<file path="src/rtl/mc_ctrl.sv">
// Multi-cycle main controller: captures the fetched word into IR, decodes it and
// sequences FETCH/DECODE/EXE/MEM/WB, driving PC-select, register-file, ALU and memory controls.
module mc_ctrl #(
    parameter int unsigned ILLEGAL_TRAP = 1
) (
    input  logic        clk,
    input  logic        reset,
    input  logic [31:0] instr,
    output logic        pc_we,
    output logic        npc_sel,
    output logic        j_sel,
    output logic        jr_sel,
    output logic        reg_we,
    output logic [1:0]  reg_dst,
    output logic        alu_src,
    output logic [1:0]  alu_op,
    output logic [1:0]  ext_op,
    output logic        mem_we,
    output logic [1:0]  mem_to_reg,
    output logic [2:0]  state,
    output logic        illegal,
    output logic [31:0] retired
);

    typedef enum logic [2:0] {
        StFetch  = 3'd0,
        StDecode = 3'd1,
        StExe    = 3'd2,
        StMem    = 3'd3,
        StWb     = 3'd4,
        StHalt   = 3'd5
    } state_e;

    typedef enum logic [3:0] {
        InsAddu,
        InsSubu,
        InsJr,
        InsOri,
        InsLui,
        InsLw,
        InsSw,
        InsBeq,
        InsJ,
        InsJal,
        InsIll
    } ins_e;

    state_e      state_q, state_d;
    logic [31:0] ir_q, ir_d;
    logic [31:0] retired_q, retired_d;

    ins_e        ins;
    logic [1:0]  dec_alu_op;
    logic        dec_alu_src;
    logic [1:0]  dec_ext_op;
    logic        alu_en;

    // Only opcode and funct steer the controller; the operand fields feed the datapath.
    logic unused_ir;
    assign unused_ir = ^ir_q[25:6];

    always_comb begin
        ins = InsIll;
        case (ir_q[31:26])
            6'b000000: begin
                case (ir_q[5:0])
                    6'b100001: ins = InsAddu;
                    6'b100011: ins = InsSubu;
                    6'b001000: ins = InsJr;
                    default:   ins = InsIll;
                endcase
            end
            6'b001101: ins = InsOri;
            6'b001111: ins = InsLui;
            6'b100011: ins = InsLw;
            6'b101011: ins = InsSw;
            6'b000100: ins = InsBeq;
            6'b000010: ins = InsJ;
            6'b000011: ins = InsJal;
            default:   ins = InsIll;
        endcase
    end

    always_comb begin
        dec_alu_op  = 2'd0;
        dec_alu_src = 1'b0;
        dec_ext_op  = 2'd0;
        case (ins)
            InsAddu: begin
                dec_alu_op = 2'd0;
                dec_ext_op = 2'd1;
            end
            InsLw, InsSw: begin
                dec_alu_op  = 2'd0;
                dec_alu_src = 1'b1;
                dec_ext_op  = 2'd1;
            end
            InsSubu, InsBeq: begin
                dec_alu_op  = 2'd1;
                dec_alu_src = 1'b0;
            end
            InsOri: begin
                dec_alu_op  = 2'd2;
                dec_alu_src = 1'b1;
                dec_ext_op  = 2'd0;
            end
            InsLui: begin
                dec_alu_op  = 2'd3;
                dec_alu_src = 1'b1;
                dec_ext_op  = 2'd2;
            end
            default: begin
                dec_alu_op  = 2'd0;
                dec_alu_src = 1'b0;
                dec_ext_op  = 2'd0;
            end
        endcase
    end

    always_comb begin
        state_d    = state_q;
        alu_en     = 1'b0;
        pc_we      = 1'b0;
        npc_sel    = 1'b0;
        j_sel      = 1'b0;
        jr_sel     = 1'b0;
        reg_we     = 1'b0;
        reg_dst    = 2'd0;
        mem_we     = 1'b0;
        mem_to_reg = 2'd0;
        illegal    = 1'b0;

        case (state_q)
            StFetch: begin
                state_d = StDecode;
            end
            StDecode: begin
                case (ins)
                    InsJ: begin
                        pc_we   = 1'b1;
                        j_sel   = 1'b1;
                        state_d = StFetch;
                    end
                    InsJr: begin
                        pc_we   = 1'b1;
                        jr_sel  = 1'b1;
                        state_d = StFetch;
                    end
                    InsJal: begin
                        state_d = StWb;
                    end
                    InsIll: begin
                        if (ILLEGAL_TRAP != 0) begin
                            state_d = StHalt;
                        end else begin
                            pc_we   = 1'b1;
                            state_d = StFetch;
                        end
                    end
                    default: begin
                        state_d = StExe;
                    end
                endcase
            end
            StExe: begin
                alu_en = 1'b1;
                case (ins)
                    InsBeq: begin
                        pc_we   = 1'b1;
                        npc_sel = 1'b1;
                        state_d = StFetch;
                    end
                    InsLw, InsSw: state_d = StMem;
                    default:      state_d = StWb;
                endcase
            end
            StMem: begin
                alu_en = 1'b1;
                case (ins)
                    InsLw: state_d = StWb;
                    InsSw: begin
                        mem_we  = 1'b1;
                        pc_we   = 1'b1;
                        state_d = StFetch;
                    end
                    default: state_d = StFetch;
                endcase
            end
            StWb: begin
                alu_en  = 1'b1;
                pc_we   = 1'b1;
                reg_we  = 1'b1;
                state_d = StFetch;
                case (ins)
                    InsJal: begin
                        // Link value is PC+4 of the jal itself, so the PC must not move before WB.
                        j_sel      = 1'b1;
                        reg_dst    = 2'd2;
                        mem_to_reg = 2'd2;
                    end
                    InsLw: begin
                        reg_dst    = 2'd0;
                        mem_to_reg = 2'd1;
                    end
                    InsAddu, InsSubu: reg_dst = 2'd1;
                    default:          reg_dst = 2'd0;
                endcase
            end
            StHalt: begin
                illegal = 1'b1;
                state_d = StHalt;
            end
            default: begin
                state_d = StFetch;
            end
        endcase

        alu_op  = alu_en ? dec_alu_op : 2'd0;
        alu_src = alu_en ? dec_alu_src : 1'b0;
        ext_op  = alu_en ? dec_ext_op : 2'd0;

        // Reset aborts whatever is in flight, so nothing may strobe in that cycle.
        if (reset) begin
            pc_we      = 1'b0;
            npc_sel    = 1'b0;
            j_sel      = 1'b0;
            jr_sel     = 1'b0;
            reg_we     = 1'b0;
            reg_dst    = 2'd0;
            mem_we     = 1'b0;
            mem_to_reg = 2'd0;
            illegal    = 1'b0;
            alu_op     = 2'd0;
            alu_src    = 1'b0;
            ext_op     = 2'd0;
        end
    end

    always_comb begin
        ir_d      = (state_q == StFetch) ? instr : ir_q;
        retired_d = retired_q + {31'd0, pc_we};
    end

    always_ff @(posedge clk) begin
        if (reset) begin
            state_q   <= StFetch;
            ir_q      <= 32'd0;
            retired_q <= 32'd0;
        end else begin
            state_q   <= state_d;
            ir_q      <= ir_d;
            retired_q <= retired_d;
        end
    end

    assign state   = reset ? 3'd0 : state_q;
    assign retired = reset ? 32'd0 : retired_q;

endmodule

</file>
<file path="config.mk">
export PLATFORM = sky130hd
export DESIGN_NAME = mc_ctrl
export DESIGN_NICKNAME = d
export VERILOG_FILES = /design/src/rtl/mc_ctrl.sv
export SDC_FILE = /design/constraint.sdc
export NUM_CORES = 1
export LEC_CHECK = 0
export BUFFER_PORTS_ARGS = -buffer_cell sky130_fd_sc_hd__buf_2
export CORE_ASPECT_RATIO = 0.6
export CORE_MARGIN = 10
export CORE_UTILIZATION = 35
export DETAILED_ROUTE_END_ITERATION = 12
export GPL_TIMING_DRIVEN = 0
export PLACE_DENSITY_LB_ADDON = 0.12
export SLEW_MARGIN = 20
export SYNTH_ARGS = -nofsm -noshare
export SYNTH_HDL_FRONTEND = slang
export SYNTH_SLANG_ARGS = --single-unit
</file>
<file path="constraint.sdc">
create_clock -name clk -period 7.4 [get_ports clk]
set_clock_uncertainty 0.2 [all_clocks]
set_input_delay 0.74 -clock clk [delete_from_list [all_inputs] [get_ports clk]]
set_output_delay 0.74 -clock clk [all_outputs]
set_load 0.01 [all_outputs]
</file>
==> flow_metrics.tcl <==
set metrics [dict create \
    status "completed" \
    totalWireLength_mm 7.69 \
    initial_antenna_violation_count 0 \
    hp-class "flop to flop" \
    synth.yosys.warnings 0 \
    cp_max_fo 8 \
    synthesis.instances 347 \
    crit_path_top_delay_cell "sky130_fd_sc_hd__a21boi_1" \
    p_sw_share_pct 38.7 \
    antennaDiodeCount 0 \
    layout-area-overhead-vs-synth_pct 22.1 \
    power_switching_w 0.000359 \
    cts_htree_levels 2 \
    pin_count 85 \
    report.final.hold_viol_count 0 \
    drtPass1Iterations 4 \
    ys.flop_type "sky130_fd_sc_hd__dfxtp_1" \
    postLayoutCoreUtil_pct 44.9 \
    detailedRoute.firstIterationViolations 203 \
    setup_viol_count_final 0 \
    hold_depth 2 \
    drc 0 \
    totalNegativeSetupSlack_ps 0 \
    cellInternalPower_w 0.000570 \
    initial_utilization_pct 36.8 \
    clk-insertion-delay-late_ps 290 \
    globalRoute.totalOverflow 0 \
    place_congestion 0.849 \
    ys_ff_latch 47 \
    cts_post_setup_buffers_inserted 0 \
    timing_max_transition_violations_final 0 \
    rr_startpoint "ir_q[28]" \
    number_of_enable_flip_flop_cells_after_synthesis 0 \
    synth-async-reset-ratio_pct 0 \
    grt_setup_unrepaired "no" \
    synthTopCellsByCount "sky130_fd_sc_hd__dfxtp_1 (47), sky130_fd_sc_hd__nand2_1 (40), sky130_fd_sc_hd__nor2_1 (39), sky130_fd_sc_hd__nor2b_1 (37), sky130_fd_sc_hd__a21oi_1 (19)" \
    fillCellCount 798 \
    worst_setup_path_end_kind "flop" \
    cts_tree "done" \
    fp-row-count 24 \
    cts_buffers 5 \
    r2r_setup_slack_ps 3140 \
    tightest_slew_ps 640 \
    tritoncts_num_sinks 47 \
    leakage_nw 1.45 \
    pin_count_of_the_biggest_net_entering_global_routing 15 \
    clock_power_share_pct 24.9 \
    drt-vias-per-instance 4.97 \
    netlist.top_cell.by_area "sky130_fd_sc_hd__dfxtp_1" \
    critical-path-max-stage-delay_ps 580 \
    die_height_um 88.4 \
    reg2reg_depth 13 \
    p_comb_share_pct 41.2 \
    drt.antenna.violating_nets 0 \
    ctsResizeCount 0 \
    library_cell_used_as_clock_root_buffer "sky130_fd_sc_hd__clkbuf_16" \
    fraction_of_the_cycle_the_final_worst_path_needs_pct 57.6 \
    cp-start-kind "flop" \
    yosys.area.top_type_share_pct 34.5 \
    hold-path-endpoint "ir_q[2]" \
    final_layout_size_suffix_gt1_share_pct 22.2 \
    synth.cell_area_mm2 0.00273 \
    floorplan.die_area_mm2 0.0118 \
    number_of_maximum_capacitance_constraint_violations 0 \
    post-route-min-period_ps 4260 \
    unique_masters_post_synth 55 \
    power.ir.vdd_worst_mv 0.114 \
    cts-root-to-sink-buffers 2 \
    timing.critical_path.required_ps 7430 \
    path_class "flop to flop" \
    dp_hpwl_mm 5.94 \
    timing.critical_path.cells "or2b_1 > nor2_1 > o21ai_0 > a21boi_1 > a311oi_1 > a211oi_2 > ha_1 > ha_1 > nand2_1 > nor4_4 > nand4_4 > or4_1 > nand2_1" \
    first_global_vias 2472 \
    final_nets 454 \
    synthesis.nets 383 \
    post-synth-top-count-cell "sky130_fd_sc_hd__dfxtp_1" \
    crit_arrival_ps 4290 \
    synth_top_cells_by_area "sky130_fd_sc_hd__dfxtp_1 (34%), sky130_fd_sc_hd__nor2b_1 (8.5%), sky130_fd_sc_hd__nand2_1 (5.5%)" \
    total_of_buffers_placed_on_input_and_output_ports 64 \
    maxSlewHeadroom_pct 57.2 \
    hp-start "ir_q[2]" \
    grt_util_all_layers_pct 13.2 \
    clk_pin_slew_worst_paths_ps 60 \
    syn_avg_cell_area_um2 7.86 \
    grt_first_pass_wirelength_mm 12.8 \
    vias 2597 \
    r2r_end "retired_q[26]" \
    core_region_area_mm2 0.00742 \
    cts-hold-fix-buffers 0 \
    clock.fmax_mhz 235 \
    power_per_cell_area_mw_per_mm2 279 \
    synth.yosys.seq_area_share_pct 34.5 \
    seq_power_share_pct 33.9 \
    routedWlPerCell_um 14.7 \
    die-width_um 134 \
]
[per-layer routing]
| layer | part of all wire [%] | track usage (%) | routed length (um) |
|---|---|---|---|
| met1 | 52 | 19.2 | 3960 |
| met5 | 0 | 0 | 0 |
| met4 | 0.66 | 2.65 | 51 |
| met3 | 8.8 | 3.90 | 676 |
| met2 | 39 | 18.5 | 2990 |
[power groups by stage]
stage                     clock, W  sequential (W)  combinational [W]
final                     0.000232        0.000315           0.000383
after global routing      0.000251        0.000320           0.000429
after CTS                 0.000239        0.000314           0.000381
after detailed placement         0        0.000320           0.000378
after global placement           0        0.000320           0.000376
after floorplan                  0        0.000312           0.000291
[through the flow]
step                      area [um^2]  total power (W)  cells  hold WS [ps]  setup WS [ps]
final                            3330         0.000930    523           270           3140
after global routing             3330         0.000999    523           295           2830
after CTS                        3330         0.000934    523           272           3210
after detailed placement         3180         0.000698    515           262           3240
after global placement           3180         0.000696    515           257           3230
after floorplan                  2730         0.000603    347           240           3700
[area by class of cell]
class	count	area (um^2)	area share, %
multi-input combinational	273	1680	50.3
sequential	47	941	28.2
timing repair buffer	64	320	9.62
clock buffer	7	143	4.28
tap	104	130	3.91
buffer	18	78.8	2.37
inverter	9	33.8	1.01
clock inverter	1	8.76	0.263
[worst max-delay path: cells and delay by family (launching register included)]
kind | cells | cell delay, ps
AO/OA/AOI/OAI | 4 | 1320
AND/OR/NAND/NOR | 7 | 1770
flip-flops | 1 | 500
adder cells (fa/ha/maj) | 2 | 410
[flip-flops by register name, indices dropped and copies added, names as in the netlist]
name and cells:
ir_q 12, state_q 3, retired_q 32
[cell usage in the layout, fill, tap and decap left out, types with 2 or more instances in the layout]
master                       n
sky130_fd_sc_hd__nand2_1    40
sky130_fd_sc_hd__buf_2      67
sky130_fd_sc_hd__buf_1       2
sky130_fd_sc_hd__xnor2_1    12
sky130_fd_sc_hd__or3_1       5
sky130_fd_sc_hd__nor2_1     39
sky130_fd_sc_hd__ha_1        2
sky130_fd_sc_hd__o21bai_1    3
sky130_fd_sc_hd__clkbuf_16   5
sky130_fd_sc_hd__nor4_2      2
sky130_fd_sc_hd__o22ai_1     2
sky130_fd_sc_hd__xor2_1     14
sky130_fd_sc_hd__nor3_2      2
sky130_fd_sc_hd__nor2b_1    37
sky130_fd_sc_hd__nand2_2     2
sky130_fd_sc_hd__o21a_1      3
sky130_fd_sc_hd__nand2b_1    3
sky130_fd_sc_hd__nor3b_1     2
sky130_fd_sc_hd__clkbuf_1   13
sky130_fd_sc_hd__nor4_4      2
sky130_fd_sc_hd__nor3_1     13
sky130_fd_sc_hd__nand3_1    16
sky130_fd_sc_hd__and3_1      6
sky130_fd_sc_hd__o21ai_0     8
sky130_fd_sc_hd__or4_1       2
sky130_fd_sc_hd__nor4b_1     2
sky130_fd_sc_hd__a21oi_1    19
sky130_fd_sc_hd__nand4_1     9
sky130_fd_sc_hd__dfxtp_1    47
sky130_fd_sc_hd__nor4_1      4
sky130_fd_sc_hd__inv_1       9
[kinds of logic (layout without fill, tap and decap cells)]
logic type	after synthesis	count (layout)	share of synthesized area [%]
flip-flops	47	47	34.5
buffers and inverters	27	99	4.13
AND/OR/NAND/NOR	198	198	40.8
XOR/XNOR	26	26	8.34
AO/OA/AOI/OAI	47	47	11.4
adder cells (fa/ha/maj)	2	2	0.917
[worst max-delay path by stage]
stage,startpoint,to,cells past startpoint
finish,ir_q[28],retired_q[26],13
CTS,ir_q[28],retired_q[26],13
global route,ir_q[28],retired_q[26],13
floorplan,ir_q[27],retired_q[26],14
global placement,ir_q[28],retired_q[26],13
detailed placement,ir_q[31],retired_q[26],13
(Power assumes the default switching activity.)
